`src/rtl/seq_mul_responder_if.sv`:
```
// seq_mul_responder_if: request/acknowledge bundle between an iterative
// controller (master) and the shift-add multiplier (slave).
interface seq_mul_responder_if #(
   parameter int WIDTH = 16
);
   logic             req;
   logic [WIDTH-1:0] a;
   logic [WIDTH-1:0] b;
   logic             busy;
   logic             ack;
   logic [WIDTH-1:0] res;
   logic             ovf;

   modport master (
      output req, a, b,
      input  busy, ack, res, ovf
   );

   modport slave (
      input  req, a, b,
      output busy, ack, res, ovf
   );
endinterface

```
`src/rtl/seq_mul_responder.sv`:
```
// seq_mul_responder: fixed-latency radix-2 shift-add multiplier.
// Returns the truncated product, an overflow flag and a one-cycle ack.
module seq_mul_responder #(
   parameter int WIDTH = 16
) (
   input  logic                 clk,
   input  logic                 rst,
   seq_mul_responder_if.slave   bus
);
   localparam int CW = $clog2(WIDTH + 1);
   localparam int PW = 2 * WIDTH;
   localparam logic [CW-1:0] LAST = CW'(WIDTH - 1);

   typedef enum logic [1:0] {
      IDLE,
      RUN,
      DONE
   } state_t;

   state_t            state_q, state_d;
   logic [PW-1:0]     acc_q, acc_d;
   logic [PW-1:0]     mcand_q, mcand_d;
   logic [WIDTH-1:0]  mplier_q, mplier_d;
   logic [CW-1:0]     cnt_q, cnt_d;
   logic [WIDTH-1:0]  res_q, res_d;
   logic              ovf_q, ovf_d;
   logic [PW-1:0]     acc_sum;

   // Next state: capture operands in IDLE, iterate in RUN, pulse ack in DONE.
   always_comb begin
      state_d  = state_q;
      acc_d    = acc_q;
      mcand_d  = mcand_q;
      mplier_d = mplier_q;
      cnt_d    = cnt_q;
      res_d    = res_q;
      ovf_d    = ovf_q;
      acc_sum  = mplier_q[0] ? acc_q + mcand_q : acc_q;
      unique case (state_q)
         IDLE: begin
            if (bus.req) begin
               mcand_d  = {{WIDTH{1'b0}}, bus.a};
               mplier_d = bus.b;
               acc_d    = '0;
               cnt_d    = '0;
               state_d  = RUN;
            end
         end
         RUN: begin
            acc_d    = acc_sum;
            mcand_d  = mcand_q << 1;
            mplier_d = mplier_q >> 1;
            cnt_d    = cnt_q + CW'(1);
            if (cnt_q == LAST) begin
               res_d   = acc_sum[WIDTH-1:0];
               ovf_d   = |acc_sum[PW-1:WIDTH];
               state_d = DONE;
            end
         end
         DONE: begin
            state_d = IDLE;
         end
         default: begin
            state_d = IDLE;
         end
      endcase
   end

   // State and datapath registers; reset aborts any operation in flight.
   always_ff @(posedge clk or posedge rst) begin
      if (rst) begin
         state_q  <= IDLE;
         acc_q    <= '0;
         mcand_q  <= '0;
         mplier_q <= '0;
         cnt_q    <= '0;
         res_q    <= '0;
         ovf_q    <= 1'b0;
      end else begin
         state_q  <= state_d;
         acc_q    <= acc_d;
         mcand_q  <= mcand_d;
         mplier_q <= mplier_d;
         cnt_q    <= cnt_d;
         res_q    <= res_d;
         ovf_q    <= ovf_d;
      end
   end

   assign bus.busy = (state_q != IDLE);
   assign bus.ack  = (state_q == DONE);
   assign bus.res  = res_q;
   assign bus.ovf  = ovf_q;
endmodule
```
`src/flat_wrapper.sv`:
```
// flat-port wrapper written by rule: the top's interface ports become plain ports
module seq_mul_responder_flat 
#(
   parameter int WIDTH = 16
)
  (clk, rst, bus_req, bus_a, bus_b, bus_busy, bus_ack, bus_res, bus_ovf);
  seq_mul_responder_if #(.WIDTH(WIDTH)) bus_i ();
  input  logic clk;
  input  logic rst;
  input wire logic [$bits(bus_i.req)-1:0] bus_req;
  input wire logic [$bits(bus_i.a)-1:0] bus_a;
  input wire logic [$bits(bus_i.b)-1:0] bus_b;
  output wire logic [$bits(bus_i.busy)-1:0] bus_busy;
  output wire logic [$bits(bus_i.ack)-1:0] bus_ack;
  output wire logic [$bits(bus_i.res)-1:0] bus_res;
  output wire logic [$bits(bus_i.ovf)-1:0] bus_ovf;
  assign bus_i.req = bus_req;
  assign bus_i.a = bus_a;
  assign bus_i.b = bus_b;
  assign bus_busy = bus_i.busy;
  assign bus_ack = bus_i.ack;
  assign bus_res = bus_i.res;
  assign bus_ovf = bus_i.ovf;
  seq_mul_responder #(.WIDTH(WIDTH)) u_core (.clk(clk), .rst(rst), .bus(bus_i));
endmodule
```
`config.mk`:
```
export PLATFORM = sky130hd
export DESIGN_NAME = seq_mul_responder_flat
export DESIGN_NICKNAME = d
export VERILOG_FILES = /design/src/rtl/seq_mul_responder_if.sv /design/src/rtl/seq_mul_responder.sv /design/src/flat_wrapper.sv
export SDC_FILE = /design/constraint.sdc
export NUM_CORES = 1
export LEC_CHECK = 0
export CORE_MARGIN = 1.5
export CORE_UTILIZATION = 29
export CTS_BUF_LIST = sky130_fd_sc_hd__clkbuf_2 sky130_fd_sc_hd__clkbuf_4 sky130_fd_sc_hd__clkbuf_8
export DETAILED_ROUTE_END_ITERATION = 6
export GPL_TIMING_DRIVEN = 1
export PLACE_DENSITY = 0.57
export SYNTH_ARGS = -nofsm -noshare
export SYNTH_HDL_FRONTEND = slang
export SYNTH_SLANG_ARGS = --single-unit
export TNS_END_PERCENT = 50
```
`constraint.sdc`:
```
create_clock -name clk -period 5.5 [get_ports clk]
set_input_delay 1.1 -clock clk [delete_from_list [all_inputs] [get_ports clk]]
set_output_delay 1.1 -clock clk [all_outputs]
set_load 0.05 [all_outputs]
```
* Word level (Yosys, flattened, before mapping) *
Cells that the tools add are included.

cells by class
  divide/modulo/power cells = 0
  multiplexer cells = 12
  reduce and logical (&&, ||, !) cells = 7
  bitwise gates (word level) = 0
  multiply operators = 0
  shift-type cells = 0
  magnitude comparators = 0
  add/subtract/negate cells = 2
  eq/ne operators = 5

operators by type and width
  operator             number
  $pmux 32 s2          2
  $mux 32              3
  $add 32x32->32       1
  $pmux 16 s2          1
  $mux 16              1
  $reduce_or 16->1     1
  $pmux 5 s2           1
  $reduce_and 2->1     3
  $add 5x1->5 const B  1
  $eq 5x4->1 const B   1
  $mux 5               1
  $mux 2               2
  $pmux 2 s2           1
  $reduce_bool 2->1    2
  $eq 2x1->1 const B   1
  $eq 2x2->1 const B   1
  $logic_not 2->1      1
  $ne 2x1->1 const B   1
  $ne 2x2->1 const B   1

word-level totals
  register bits = 104
  bits in read-only memories = 0
  bits in latches = 0
  memory bits (writable) = 0
  memories = 0

* Depth between registers and ports, before layout *
Gate-level depths: netlist of run 1.

  word-level depth = 3
  mapped depth = 11

* Least setup slack after synthesis of run 1 *
Ideal clock, no wire load.

  path kind = reg2reg
  start = register u_core.mcand_q[0]
  end = register u_core.ovf_q, in the netlist u_core.bus.ovf
  data required time = 5.370 ns
  cell stages (with the launch flop) = 12
  path buffers = 0
  arrival = 2.653 ns
  slack = 2.717 ns
  clock period less this slack = 2.783 ns
  path through = dfrtp_1 ha_1 fa_1 a211oi_1 o211ai_1 and2_1 o21ai_0 a211oi_1 o32ai_1 nand3_1 nor4_2 a31oi_1

on the way
  cells in the longest elaborated chain, start to end = 3

ends and longest elaborated chain
  item                    line                     source
  from (decl)             seq_mul_responder.sv:22  logic [PW-1:0] mcand_q, mcand_d;
  from (signal assigned)  seq_mul_responder.sv:82  mcand_q <= mcand_d;
  $add 32x32->32          seq_mul_responder.sv:38  acc_sum = mplier_q[0] ? acc_q + mcand_q : acc_q;
  $mux 32                 seq_mul_responder.sv:38
  $reduce_or 16->1        seq_mul_responder.sv:56  ovf_d = |acc_sum[PW-1:WIDTH];
  to (signal assigned)    seq_mul_responder.sv:86  ovf_q <= ovf_d;
  to (decl)               seq_mul_responder.sv:26  logic ovf_q, ovf_d;

Every way passes these cells.
A chain may end at the register's enable or synchronous reset.

* Final worst setup path of run 1 *
Ends and elaborated chain as after synthesis.

==> impl_metrics.toml, run 1 <==
[status]
outcome = "finished, final reports clean"

[cts]
cts-buffers-inserted = 9
clock_latency_ns = 0.40
cts-resized-gates = 0
tritoncts = "done"
clk_pin_slew_ns = 0.11
cts.path.max_buffers = 2
cts.sink_count = 104
clock_tree.htree_level_count = 3
cts_hold_buf = 0
cts.repair_timing.setup_buffer_count = 0
clock_tree.root_cell = "clkbuf_8"

[floorplanning]
chipWidth_um = 153
io_pins = 54
floorplan.die.height_um = 153
floorplan.rows = 54
start_util = 0.296
placeableCoreArea_um2 = 21900
die_area_um2 = 23300

[layout]
layout-drive-gt1-share = 0.0613
finalNetCount = 815
final_cell_count_no_fill = 1031
flow.area_growth_from_synthesis_pct = 15.0
final.fill_count = 2314
antennaDiodeCount = 0
layout.cell_area.non_filler_um2 = 7460
utilization = 0.341

[global_route]
grt_start_max_net_pins = 68
groute.usage.overall = 0.152
grt_pass1_vias = 5400
use_met3 = 0.0301
first_pass_grt_wire_length_um = 28600
initial_antenna_violation_count = 0
grtUsageMet1 = 0.215
grt_util_met2 = 0.239
grt.busiest_layer = "met2"
globalRoute.totalOverflow = 0

[critical_path]
regToRegStartpoint = "u_core.mcand_q[0]"
slowest_stage = "dfrtp_1"
cp_data_arrival_time_ns = 3.58
regToRegSetupSlack_ns = 2.19
crit_chain = "ha_1, fa_1, a211oi_1, o211ai_1, and2_1, o21ai_0, a211oi_1, a311oi_1, a31oi_1, nor4_2, a31oi_1"
critical_path.startpoint_type = "register"
worstPathBufferInverterCount = 0
setup.worst_path.class = "register to register"
path_delay_family = "compound AO/OA/AOI/OAI gates"
worst_setup_path_end_kind = "register"
worst-r2r-cell-count = 11
cpPeakStageDelay_ns = 0.43
worst_r2r_endpoint = "u_core.bus.ovf"
worst-endpoint-required_ns = 5.77
critical_path_peak_fanout = 4

[logic_synthesis]
synth.cells.most_frequent = "dfrtp_1 (104), nand2_1 (96), o21ai_0 (86)"
syn_avg_cell_area_um2 = 8.99
post_synthesis_cell_area_um2 = 6480
synth-edff-count = 0
yosys_warnings = 0
synth_area_leaders = "dfrtp_1 (40%), o21ai_0 (6.6%), ha_1 (6.4%), nand2_1 (5.6%), a22o_1 (5.0%)"
synthDistinctLibCells = 60
synth_ff_type = "dfrtp_1"
area_leader_netlist = "dfrtp_1"
syn_inst = 721
synth_nets = 790
ys_async_sr_fraction = 1.00
synth.ff_latch_count = 104
synth_seq_area_share = 0.401
synth.most_common_cell = "dfrtp_1"
yosys.area.top_type_share = 0.401

[sta]
finalCriticalPeriod_ns = 3.31
hold_ws_ns = 0.494
timing_worst_slew_pin_value_ns = 1.21
unrepaired_setup_endpoints_after_global_routing = "false"
hold_viol_final = 0
timing.final.setup_violations = 0
timing_max_transition_violations_final = 0
clock_skew_ns = 0.0145
totalNegativeSetupSlack_ns = 0
fin_crit_sh = 0.602
max_slew_margin = 0.193
timing.final.ws_setup_ns = 2.19
clock.fmax_ghz = 0.302

[detailed_routing]
drt-vias-per-instance = 5.28
drc = 0
dr.first_iter.drc_count = 427
first_pass_detailed_route_iteration_total = 5
detailroute.via_count = 5439
ant_nets = 0
wire_per_inst_um = 16.8
totalWireLength_um = 17400

[pwr]
max-vdd-ir-drop_uv = 221
power_per_cell_area_nw_per_um2 = 535
power.total_mw = 3.99
leak_pwr_nw = 3.15

[hold_path]
holdCritPathClass = "register to register"
hold_path_depth = 2
holdPathEnd = "u_core.mplier_q[8]"
min_from = "u_core.mplier_q[8]"

[place]
io_buffer_count = 53
placement.cell_area_um2 = 7240
placed_cells_incl_taps = 1015
place.gp.congestion = 0.840
post-dp-hpwl_um = 12300
post-place-ws_ns = 2.22

[job]
maxCapViolations = 0
[routing by layer]
metal / part of all wire / vias up
li1: - / 2684
met1: 0.48 / 2595
met2: 0.46 / 147
met3: 0.052 / 13
met4: 0.010 / 0
met5: 0 / -
[worst max path at each step]
stage                            from         endpoint  cells after the start
finish              u_core.mcand_q[0]   u_core.bus.ovf                     11
global route        u_core.mcand_q[0]   u_core.bus.ovf                     11
CTS                 u_core.mcand_q[0]   u_core.bus.ovf                     11
detailed placement  u_core.mcand_q[0]   u_core.bus.ovf                     11
global placement    u_core.mcand_q[0]   u_core.bus.ovf                     11
floorplan                         rst  u_core.acc_q[0]                      1
[worst min-delay path, delay by kind of cell, from the launching register on]
family / cells / cell delay, ns
flops: 1 / 0.36
simple gates: 1 / 0.05
compound gates: 1 / 0.06
[cell families after synthesis]
kind of cell | Yosys count | synth area share
AND/OR/NAND/NOR | 224 | 0.173
adder cells (fa/ha/maj) | 34 | 0.0668
XOR/XNOR | 21 | 0.0284
flip-flops | 104 | 0.401
buffers and inverters | 57 | 0.0361
multiplexers | 19 | 0.0297
AO/OA/AOI/OAI | 262 | 0.265
[placed cells by master, fill, tap and decap left out, types with 9 or more instances in the layout]
cell             count
dfrtp_1            102
nand2_1             96
o21ai_0             86
a21oi_1             64
clkdlybuf4s50_1     53
a22o_1              37
nor3b_1             34
ha_1                33
nor2_1              28
a21o_1              18
mux2i_1             17
nand3_1             13
xnor2_1             13
nand4_1             11
inv_1               10
clkbuf_8            10
nor3_1               9
[state kept, by name, indices dropped and copies added (netlist names)]
| name | count |
|---|---|
| u_core.bus.res | 16 |
| u_core.bus.ovf | 1 |
| u_core.mplier_q | 16 |
| u_core.cnt_q | 5 |
| u_core.state_q | 2 |
| u_core.acc_q | 32 |
| u_core.mcand_q | 32 |
[final cells by class]
type	instances	area (µm²)	share of cell area
Clock buffer	11	145	0.0195
Clock inverter	5	70.1	0.00940
Inverter	11	43.8	0.00587
Multi-Input combinational cell	560	3660	0.491
Sequential cell	104	2610	0.349
Tap cell	280	350	0.0470
Timing Repair Buffer	60	583	0.0782
[where the power goes]
group	leakage (nW)	switching (mW)	internal, mW
registers	1.37	0.243	1.04
clock network	0.112	0.294	0.238
logic	1.67	1.35	0.819
total	3.15	1.89	2.10
No activity file was read; power rests on OpenSTA's default activity.
==> run 2, diff against run 1 <==
Clock period 5.5 ns to 3.1 ns, I/O delays scaled along.
==> impl_metrics.toml, run 2 (same netlist as run 1, synthesis figures left out) <==
[pwr]
power_per_cell_area_nw_per_um2 = 950
leak_pwr_nw = 3.30
power.clock.fraction = 0.125
power.share.combinational = 0.559
power_frac_seq = 0.316
power_switching_mw = 3.48
p_sw_frac = 0.472
intPower_mw = 3.90
max-vdd-ir-drop_uv = 264

[sta]
max_slew_margin = 0.277
clock_skew_ns = 0.0177
timing_worst_slew_pin_value_ns = 1.08
clock.fmax_ghz = 0.339
unrepaired_setup_endpoints_after_global_routing = "false"
timing.final.setup_violations = 0
hold_viol_final = 0
totalNegativeSetupSlack_ns = 0
fin_crit_sh = 0.952
finalCriticalPeriod_ns = 2.95
timing_max_transition_violations_final = 0

[critical_path]
critical_path_peak_fanout = 7
regToRegStartpoint = "u_core.mcand_q[18]"
setup.worst_path.class = "register to register"
worst-r2r-cell-count = 10
cp_data_arrival_time_ns = 3.25
worst_r2r_endpoint = "u_core.bus.ovf"
worst_setup_path_end_kind = "register"
worst-endpoint-required_ns = 3.40
critical_path.startpoint_type = "register"
crit_path_start = "u_core.mcand_q[18]"
crit_path_end = "u_core.bus.ovf"
regToRegSetupSlack_ns = 0.15

[detailed_routing]
detailroute.via_count = 5587
ant_nets = 0
wire_per_inst_um = 17.0
dr.first_iter.drc_count = 386
drt-vias-per-instance = 5.28
totalWireLength_um = 18000
drc = 0
first_pass_detailed_route_iteration_total = 5

[place]
place.gp.congestion = 0.865
placed_cells_incl_taps = 1043
post-dp-hpwl_um = 13000
io_buffer_count = 53

[layout]
flow.area_growth_from_synthesis_pct = 19.8
commonest_non_fill_non_tap_cell_in_the_layout = "dfrtp_1"
finalNetCount = 843
antennaDiodeCount = 0
utilization = 0.355
final_cell_count_no_fill = 1059
layout-drive-gt1-share = 0.110
final_cell_mix = "dfrtp_1 (102), nand2_1 (96), o21ai_0 (83)"
registers_with_the_most_flip_flops = "u_core.acc_q (32), u_core.mcand_q (32)"

[cts]
clock_tree.htree_level_count = 3
cts-buffers-inserted = 9
tritoncts = "done"
cts.path.max_buffers = 2
clock_tree.root_cell = "clkbuf_8"
clock_latency_ns = 0.42
clk_pin_slew_ns = 0.11
cts.sink_count = 104

[floorplanning]
start_util = 0.296
placeableCoreArea_um2 = 21900
floorplan.die.height_um = 153
io_pins = 54
die_area_um2 = 23300
floorplan.rows = 54
chipWidth_um = 153

[status]
outcome = "finished, final reports clean"

[global_route]
globalRoute.totalOverflow = 0
groute.usage.overall = 0.161
grt_pass1_vias = 5603
initial_antenna_violation_count = 0
first_pass_grt_wire_length_um = 30000
grt_start_max_net_pins = 47

[hold_path]
holdCritPathClass = "register to register"

[job]
maxCapViolations = 0
run 2: cell count changes in the layout (fill, tap and decap cells not counted), moves of 2 or more:
cell,delta
o21ai_2,+2
buf_12,+2
a211oi_1,-2
clkinvlp_4,+3
o21ai_0,-3
ha_1,-2
buf_4,+26
run 2: area by class of cell:
class	instances	area, µm²
clock buffer	9	124
fill	2289	14100
tap	280	350
sequential	104	2610
timing repair buffer	88	818
multi-input combinational	560	3740
clock inverter	7	85.1
inverter	11	45.0
run 2: worst min-delay path by stage:
stage                     depth (start not counted)          startpoint                 end
after floorplan                                   2     u_core.cnt_q[4]     u_core.cnt_q[4]
after global placement                            2  u_core.mplier_q[1]  u_core.mplier_q[1]
after detailed placement                          2  u_core.mplier_q[1]  u_core.mplier_q[1]
after CTS                                         2  u_core.bus.res[12]  u_core.bus.res[12]
after global routing                              2  u_core.mplier_q[1]  u_core.mplier_q[1]
final                                             2  u_core.bus.res[12]  u_core.bus.res[12]
run 2: per-layer routing:
layer  vias to the layer above  share of wire  track usage
met5                         -              0            0
met4                         0          0.019       0.0476
met3                        26          0.044       0.0370
met2                       142           0.44        0.239
met1                      2680           0.49        0.232
li1                       2739              -            -
run 2: repair_timing:
item | 4_1_cts | 5_1_grt
gates resized for setup | 0 | 18
endpoints found under the setup margin | 0 | 2
buffers inserted | 0 | 0
hold buffers | 0 | 0
run 2: power groups by stage:
stage | Combinational (mW) | Clock (mW) | Sequential, mW
floorplan | 2.69 | 0 | 2.42
global placement | 4.01 | 0 | 2.33
detailed placement | 4.04 | 0 | 2.34
CTS | 4.06 | 0.961 | 2.32
global route | 4.53 | 1.01 | 2.41
finish | 4.12 | 0.923 | 2.33
run 2: critical path: stages, from the launching register on:
cell	delay (ns)
dfrtp_1	0.42
ha_2	0.35
a21o_1	0.21
a31o_1	0.27
a211oi_2	0.29
a211oi_4	0.13
or3_1	0.37
a311oi_2	0.28
nand4_1	0.15
nor4_2	0.26
a31oi_1	0.11
run 2: stage by stage:
step / instance area (µm²) / total power [mW] / worst slack, ns / hold WS, ns
finish: 7760 / 7.38 / 0.149 / 0.488
CTS: 7690 / 7.34 / 0.0149 / 0.497
detailed placement: 7480 / 6.38 / 0.0491 / 0.470
global route: 7760 / 7.95 / 0.0101 / 0.529
global placement: 7480 / 6.34 / 0.108 / 0.460
floorplan: 6490 / 5.11 / 0.317 / 0.450
==> run 3, diff against run 2 <==
Settings changed: CELL_PAD_IN_SITES_DETAIL_PLACEMENT from default to 0, CELL_PAD_IN_SITES_GLOBAL_PLACEMENT from default to 1, CORE_MARGIN 1.5 to default, PLACE_DENSITY 0.57 to 0.67.
==> impl_metrics.toml, run 3 (same netlist as run 1, synthesis figures left out) <==
[status]
outcome = "finished, final reports clean"

[sta]
finalCriticalPeriod_ns = 2.96
clock_skew_ns = 0.0187
timing_worst_slew_pin_value_ns = 0.753
timing_max_transition_violations_final = 0
fin_crit_sh = 0.953
clock.fmax_ghz = 0.338
max_slew_margin = 0.497
timing.final.setup_violations = 0
hold_viol_final = 0

[global_route]
groute.usage.overall = 0.173
first_pass_grt_wire_length_um = 30500
grt_pass1_vias = 5524
globalRoute.totalOverflow = 0
grt_start_max_net_pins = 68
initial_antenna_violation_count = 0

[layout]
registers_with_the_most_flip_flops = "u_core.acc_q (32), u_core.mcand_q (32)"
final_cell_mix = "dfrtp_1 (101), nand2_1 (96), o21ai_0 (84)"
antennaDiodeCount = 0
finalNetCount = 854
flow.area_growth_from_synthesis_pct = 21.4
layout.cell_area.non_filler_um2 = 7870
commonest_non_fill_non_tap_cell_in_the_layout = "dfrtp_1"
layout-drive-gt1-share = 0.138
utilization = 0.359
final_cell_count_no_fill = 1070

[detailed_routing]
drc = 0
dr.first_iter.drc_count = 393
drt-vias-per-instance = 5.23
detailroute.via_count = 5591
ant_nets = 0
wire_per_inst_um = 17.2
first_pass_detailed_route_iteration_total = 5
totalWireLength_um = 18400

[pwr]
leak_pwr_nw = 3.32
power_per_cell_area_nw_per_um2 = 945
power.share.combinational = 0.570
max-vdd-ir-drop_uv = 327
p_sw_frac = 0.473
power_switching_mw = 3.52
power_frac_seq = 0.316
power.clock.fraction = 0.115
intPower_mw = 3.92

[place]
placed_cells_incl_taps = 1050
post-dp-hpwl_um = 13200
io_buffer_count = 53
place.gp.congestion = 0.836
placement.cell_area_um2 = 7530

[job]
maxCapViolations = 0

[cts]
clock_tree.htree_level_count = 3
cts.sink_count = 104
cts_hold_buf = 0
clk_pin_slew_ns = 0.12
tritoncts = "done"
cts-buffers-inserted = 9
clock_latency_ns = 0.40
cts.path.max_buffers = 2
clock_tree.root_cell = "clkbuf_8"

[floorplanning]
io_pins = 54
chipWidth_um = 152
floorplan.rows = 54
floorplan.die.height_um = 152
die_area_um2 = 23000
start_util = 0.296
placeableCoreArea_um2 = 21900

[critical_path]
worst_setup_path_end_kind = "register"
worst-endpoint-required_ns = 3.38
cp_data_arrival_time_ns = 3.23
critical_path_peak_fanout = 5
setup.worst_path.class = "register to register"
critical_path.startpoint_type = "register"

[hold_path]
holdCritPathClass = "register to register"
## run 3: cell types whose count changed in the layout (fill, tap and decap cells not counted), sizes merged
cell,before,now
buf,35,46
clkbuf,9,10
bufinv,1,0
clkinv,1,2
inv,13,12
## run 3: layout make-up
cell class / instances / area [µm²]
fillers: 2297 / 14000
flip-flops and latches: 104 / 2610
clock inverters: 6 / 52.6
multi-input cells: 560 / 3780
inverters: 11 / 45.0
well taps: 280 / 350
clock buffers: 10 / 131
repair buffers: 99 / 901
## run 3: layer usage
| layer | up-vias | routed length [µm] | GRT usage | part of all wire |
|---|---|---|---|---|
| li1 | 2774 | - | - | - |
| met1 | 2690 | 9290 | 0.247 | 0.50 |
| met2 | 103 | 8180 | 0.266 | 0.44 |
| met3 | 24 | 615 | 0.0246 | 0.033 |
| met4 | 0 | 335 | 0.0569 | 0.018 |
| met5 | - | 0 | 0 | 0 |
## run 3: critical path: stages, from the launching register on
cell and delay [ns]:
dfrtp_1 0.43, ha_2 0.39, o211ai_1 0.14, o211a_1 0.30
o31ai_4 0.28, nor2_1 0.15, o21a_1 0.25, a311oi_1 0.33
a31oi_1 0.15, nor4_2 0.31, a31oi_1 0.12
## run 3: repair_timing
action	CTS	global route
setup buffers	0	4
resized for setup	2	30
setup endpoints to repair	1	1
pin swaps	0	9
## run 3: through the flow
stage               setup WS, ns  hold slack [ns]  total power, mW  TNS, ns
floorplan                  0.317            0.450             5.11        0
global placement          0.0142            0.461             6.45        0
detailed placement       -0.0449            0.469             6.45  -0.0449
CTS                      0.00316            0.496             7.33        0
global route             -0.0115            0.525             8.03  -0.0115
finish                     0.144            0.492             7.43        0
## run 3: path summary, 6_finish.rpt
path,startpoint,endpoint,slack [ns],cells past startpoint
max in group asynchronous,rst,u_core.bus.res[15],1.75,3
hold / removal,u_core.bus.res[11],u_core.bus.res[11],0.49,2
hold reg to reg,u_core.bus.res[11],u_core.bus.res[11],0.49,2
min in group asynchronous,rst,u_core.acc_q[7],0.69,2
setup / recovery,u_core.mcand_q[2],u_core.bus.ovf,0.14,10
setup reg to reg,u_core.mcand_q[2],u_core.bus.ovf,0.14,10
## run 3: power groups by stage
stage	Clock (mW)	Sequential, mW	Combinational (mW)
finish	0.854	2.35	4.23
global route	0.932	2.41	4.68
CTS	0.879	2.33	4.13
detailed placement	0	2.35	4.10
global placement	0	2.35	4.11
floorplan	0	2.42	2.69
==> RTL change, RTL diff (config.mk and constraints of run 3) <==
`WIDTH` is set to 16 in 3 places; all go to 32.
--- a/src/rtl/seq_mul_responder_if.sv
+++ b/src/rtl/seq_mul_responder_if.sv
@@ -1,7 +1,7 @@
 // seq_mul_responder_if: request/acknowledge bundle between an iterative
 // controller (master) and the shift-add multiplier (slave).
 interface seq_mul_responder_if #(
-   parameter int WIDTH = 16
+   parameter int WIDTH = 32
 );
    logic             req;
    logic [WIDTH-1:0] a;
--- a/src/rtl/seq_mul_responder.sv
+++ b/src/rtl/seq_mul_responder.sv
@@ -1,7 +1,7 @@
 // seq_mul_responder: fixed-latency radix-2 shift-add multiplier.
 // Returns the truncated product, an overflow flag and a one-cycle ack.
 module seq_mul_responder #(
-   parameter int WIDTH = 16
+   parameter int WIDTH = 32
 ) (
    input  logic                 clk,
    input  logic                 rst,
--- a/src/flat_wrapper.sv
+++ b/src/flat_wrapper.sv
@@ -1,7 +1,7 @@
 // flat-port wrapper written by rule: the top's interface ports become plain ports
 module seq_mul_responder_flat 
 #(
-   parameter int WIDTH = 16
+   parameter int WIDTH = 32
 )
   (clk, rst, bus_req, bus_a, bus_b, bus_busy, bus_ack, bus_res, bus_ovf);
   seq_mul_responder_if #(.WIDTH(WIDTH)) bus_i ();
Ports: changed (resized bus_a, bus_b and bus_res); port bits go from 54 to 102. The function was not compared with the original's and may differ.
==> RTL change against run 3 <==
The run now ends with setup timing left. Sequential cell count increased by 97. Utilization increased by 7.9 points. Design area increased by 150%. Total power increased to 2.7 times the old value. Critical path depth increased by 4. Non-clock buffer count increased by 455. Clock skew increased by 0.015 ns. Area after synthesis increased by 100%. Wire length increased to 2.7 times the old value. Worst setup slack got worse by 0.61 ns. Critical path type unchanged.
==> RTL change: results (changes against run 3) <==
metric,value,unit,change
rr_startpoint,u_core.mcand_q[13],,was u_core.mcand_q[2]
num_vias,13583,,was 5591
drtIter0Drc,813,,was 393
synth_area_leaders,"dfrtp_1 38%, o21ai_0 6.4%, ha_1 6.1%",,"was dfrtp_1 40%, o21ai_0 6.6%, ha_1 6.4%"
drt_pass1_iterations,5,,unchanged
setup_ws,-0.4628,ns,was 0.1442 ns
layout-drive-gt1-share,31.63,%,was 13.80%
cts_inserted_buffers,42,,was 9
synth_fa_ha_area_share,6.238,%,was 6.677%
synth_nets,1645,,was 790
failed_checks,setup timing,,
synth-seq-area-share,38.23,%,was 40.14%
rr_endpoint,u_core.bus.ovf,,unchanged
root_buffer,clkbuf_8,,unchanged
use_met3,3.723,%,was 2.455%
reg_top3,"u_core.acc_q (64), u_core.mcand_q (64)",,"was u_core.acc_q (32), u_core.mcand_q (32)"
p_leak,8.624,nW,was 3.325 nW
status,finished with violations,,"was finished, final reports clean"
r2r_cells,14,,was 10
fin_nets,2140,,was 854
synth-xor-area-share,3.528,%,was 2.837%
synth_compound_area_share,27.57,%,was 26.50%
cts_max_path_buffers,3,,was 2
maxSlewHeadroom,56.43,%,was 49.69%
crit_fanout,5,,unchanged
grtUsageMet1,27.93,%,was 24.69%
track_usage,21.62,%,was 17.26%
hpwl,36.85,mm,was 13.21 mm
min_path_type,in2async,,was reg2reg
grt_max_degree,70,,was 68
wirelength,49.38,mm,was 18.42 mm
fin_skew,0.03330,ns,was 0.01867 ns
grt_pass1_wl,79.63,mm,was 30.50 mm
synthMuxAreaShare,2.872,%,was 2.972%
htreeDepth,2,,was 3
ir_worst_vdd,0.4098,mV,was 0.3266 mV
critPathArrivalTime,4.05,ns,was 3.23 ns
worstSkewPairLatency,0.61,ns,was 0.40 ns
use_met2,36.09,%,was 26.58%
setup_viol,3,,was 0
yosys-top-cells-count,"201 x dfrtp_1, 201 x nand2_1, 169 x o21ai_0",,"was 104 x dfrtp_1, 96 x nand2_1, 86 x o21ai_0"
place.port_buffers,101,,was 53
clkTransAtPathRegs,0.06,ns,was 0.12 ns
gp_congestion,0.9585,,was 0.8364
yosysUniqueCellTypes,80,,was 60
grt_pass1_vias,14313,,was 5524
==> RTL change: kinds of logic (layout without fill, tap and decap cells) <==
group / Yosys count / in the layout
mux: 37 / 37
flops: 201 / 201
xor+xnor: 53 / 53
fa+ha+maj: 65 / 65
simple gates: 469 / 469
buf+inv: 126 / 643
compound gates: 562 / 562
==> RTL change: critical path, cell delays in order, from the launching register on <==
cell and delay [ns]:
dfrtp_1 0.41, ha_4 0.32, and4_4 0.22, and3_4 0.22, nand3_4 0.11, buf_4 0.16
a211oi_4 0.33, a211oi_4 0.10, buf_4 0.17, a21o_1 0.17, a221o_1 0.34, a2111o_1 0.36
nor4_1 0.20, and4_1 0.25, a21oi_1 0.07
==> RTL change: metal layers <==
layer  wire length [um]  vias up
li1                   -     6589
met1              22020     6558
met2              22970      347
met3               2823       89
met4               1572        0
met5                  0        -
==> RTL change: worst max-delay path by stage <==
stage                                   from             end  slack, ns  cells after the start
final                     u_core.mcand_q[13]  u_core.bus.ovf      -0.46                     14
after CTS                  u_core.mcand_q[0]  u_core.bus.ovf      -0.42                     13
after detailed placement   u_core.mcand_q[8]  u_core.bus.ovf      -0.75                     13
after global placement     u_core.mcand_q[8]  u_core.bus.ovf      -0.76                     14
after global routing        u_core.acc_q[10]  u_core.bus.ovf      -0.61                     14
after floorplan              u_core.acc_q[9]  u_core.bus.ovf      -0.15                     13
==> RTL change: area by class of cell <==
class / instances / area [um^2]
Fill cell: 4450 / 24990
Tap cell: 592 / 740.7
Clock buffer: 60 / 725.7
Clock inverter: 6 / 102.6
Sequential cell: 201 / 5037
Inverter: 23 / 90.09
Multi-Input combinational cell: 1186 / 8309
Timing Repair Buffer: 554 / 4516
==> RTL change: power by group <==
part           internal (mW)  total [mW]  leakage [nW]  switching, mW
clock network           1.66        2.94         0.440           1.28
registers               3.62        4.47          2.63          0.849
logic                   6.30        12.9          5.55           6.64
total                   11.6        20.3          8.62           8.76
==> RTL change: timing repair <==
action,in CTS,in global routing
resized for setup,83,41
setup endpoints to repair,22,18
setup buffers,7,8
pin swaps,20,19
==> RTL change: metrics by stage <==
step | setup slack, ns | area [um^2] | cells | setup TNS (ns) | hold WS, ns
finish | -0.4628 | 19520 | 2622 | -0.8509 | 0.4167
global route | -0.6120 | 19520 | 2622 | -1.294 | 0.4425
CTS | -0.4200 | 19300 | 2615 | -0.7620 | 0.3935
detailed placement | -0.7456 | 17950 | 2542 | -2.637 | 0.4695
global placement | -0.7602 | 17950 | 2542 | -2.427 | 0.4605
floorplan | -0.1494 | 13200 | 1513 | -24.74 | 0.4502
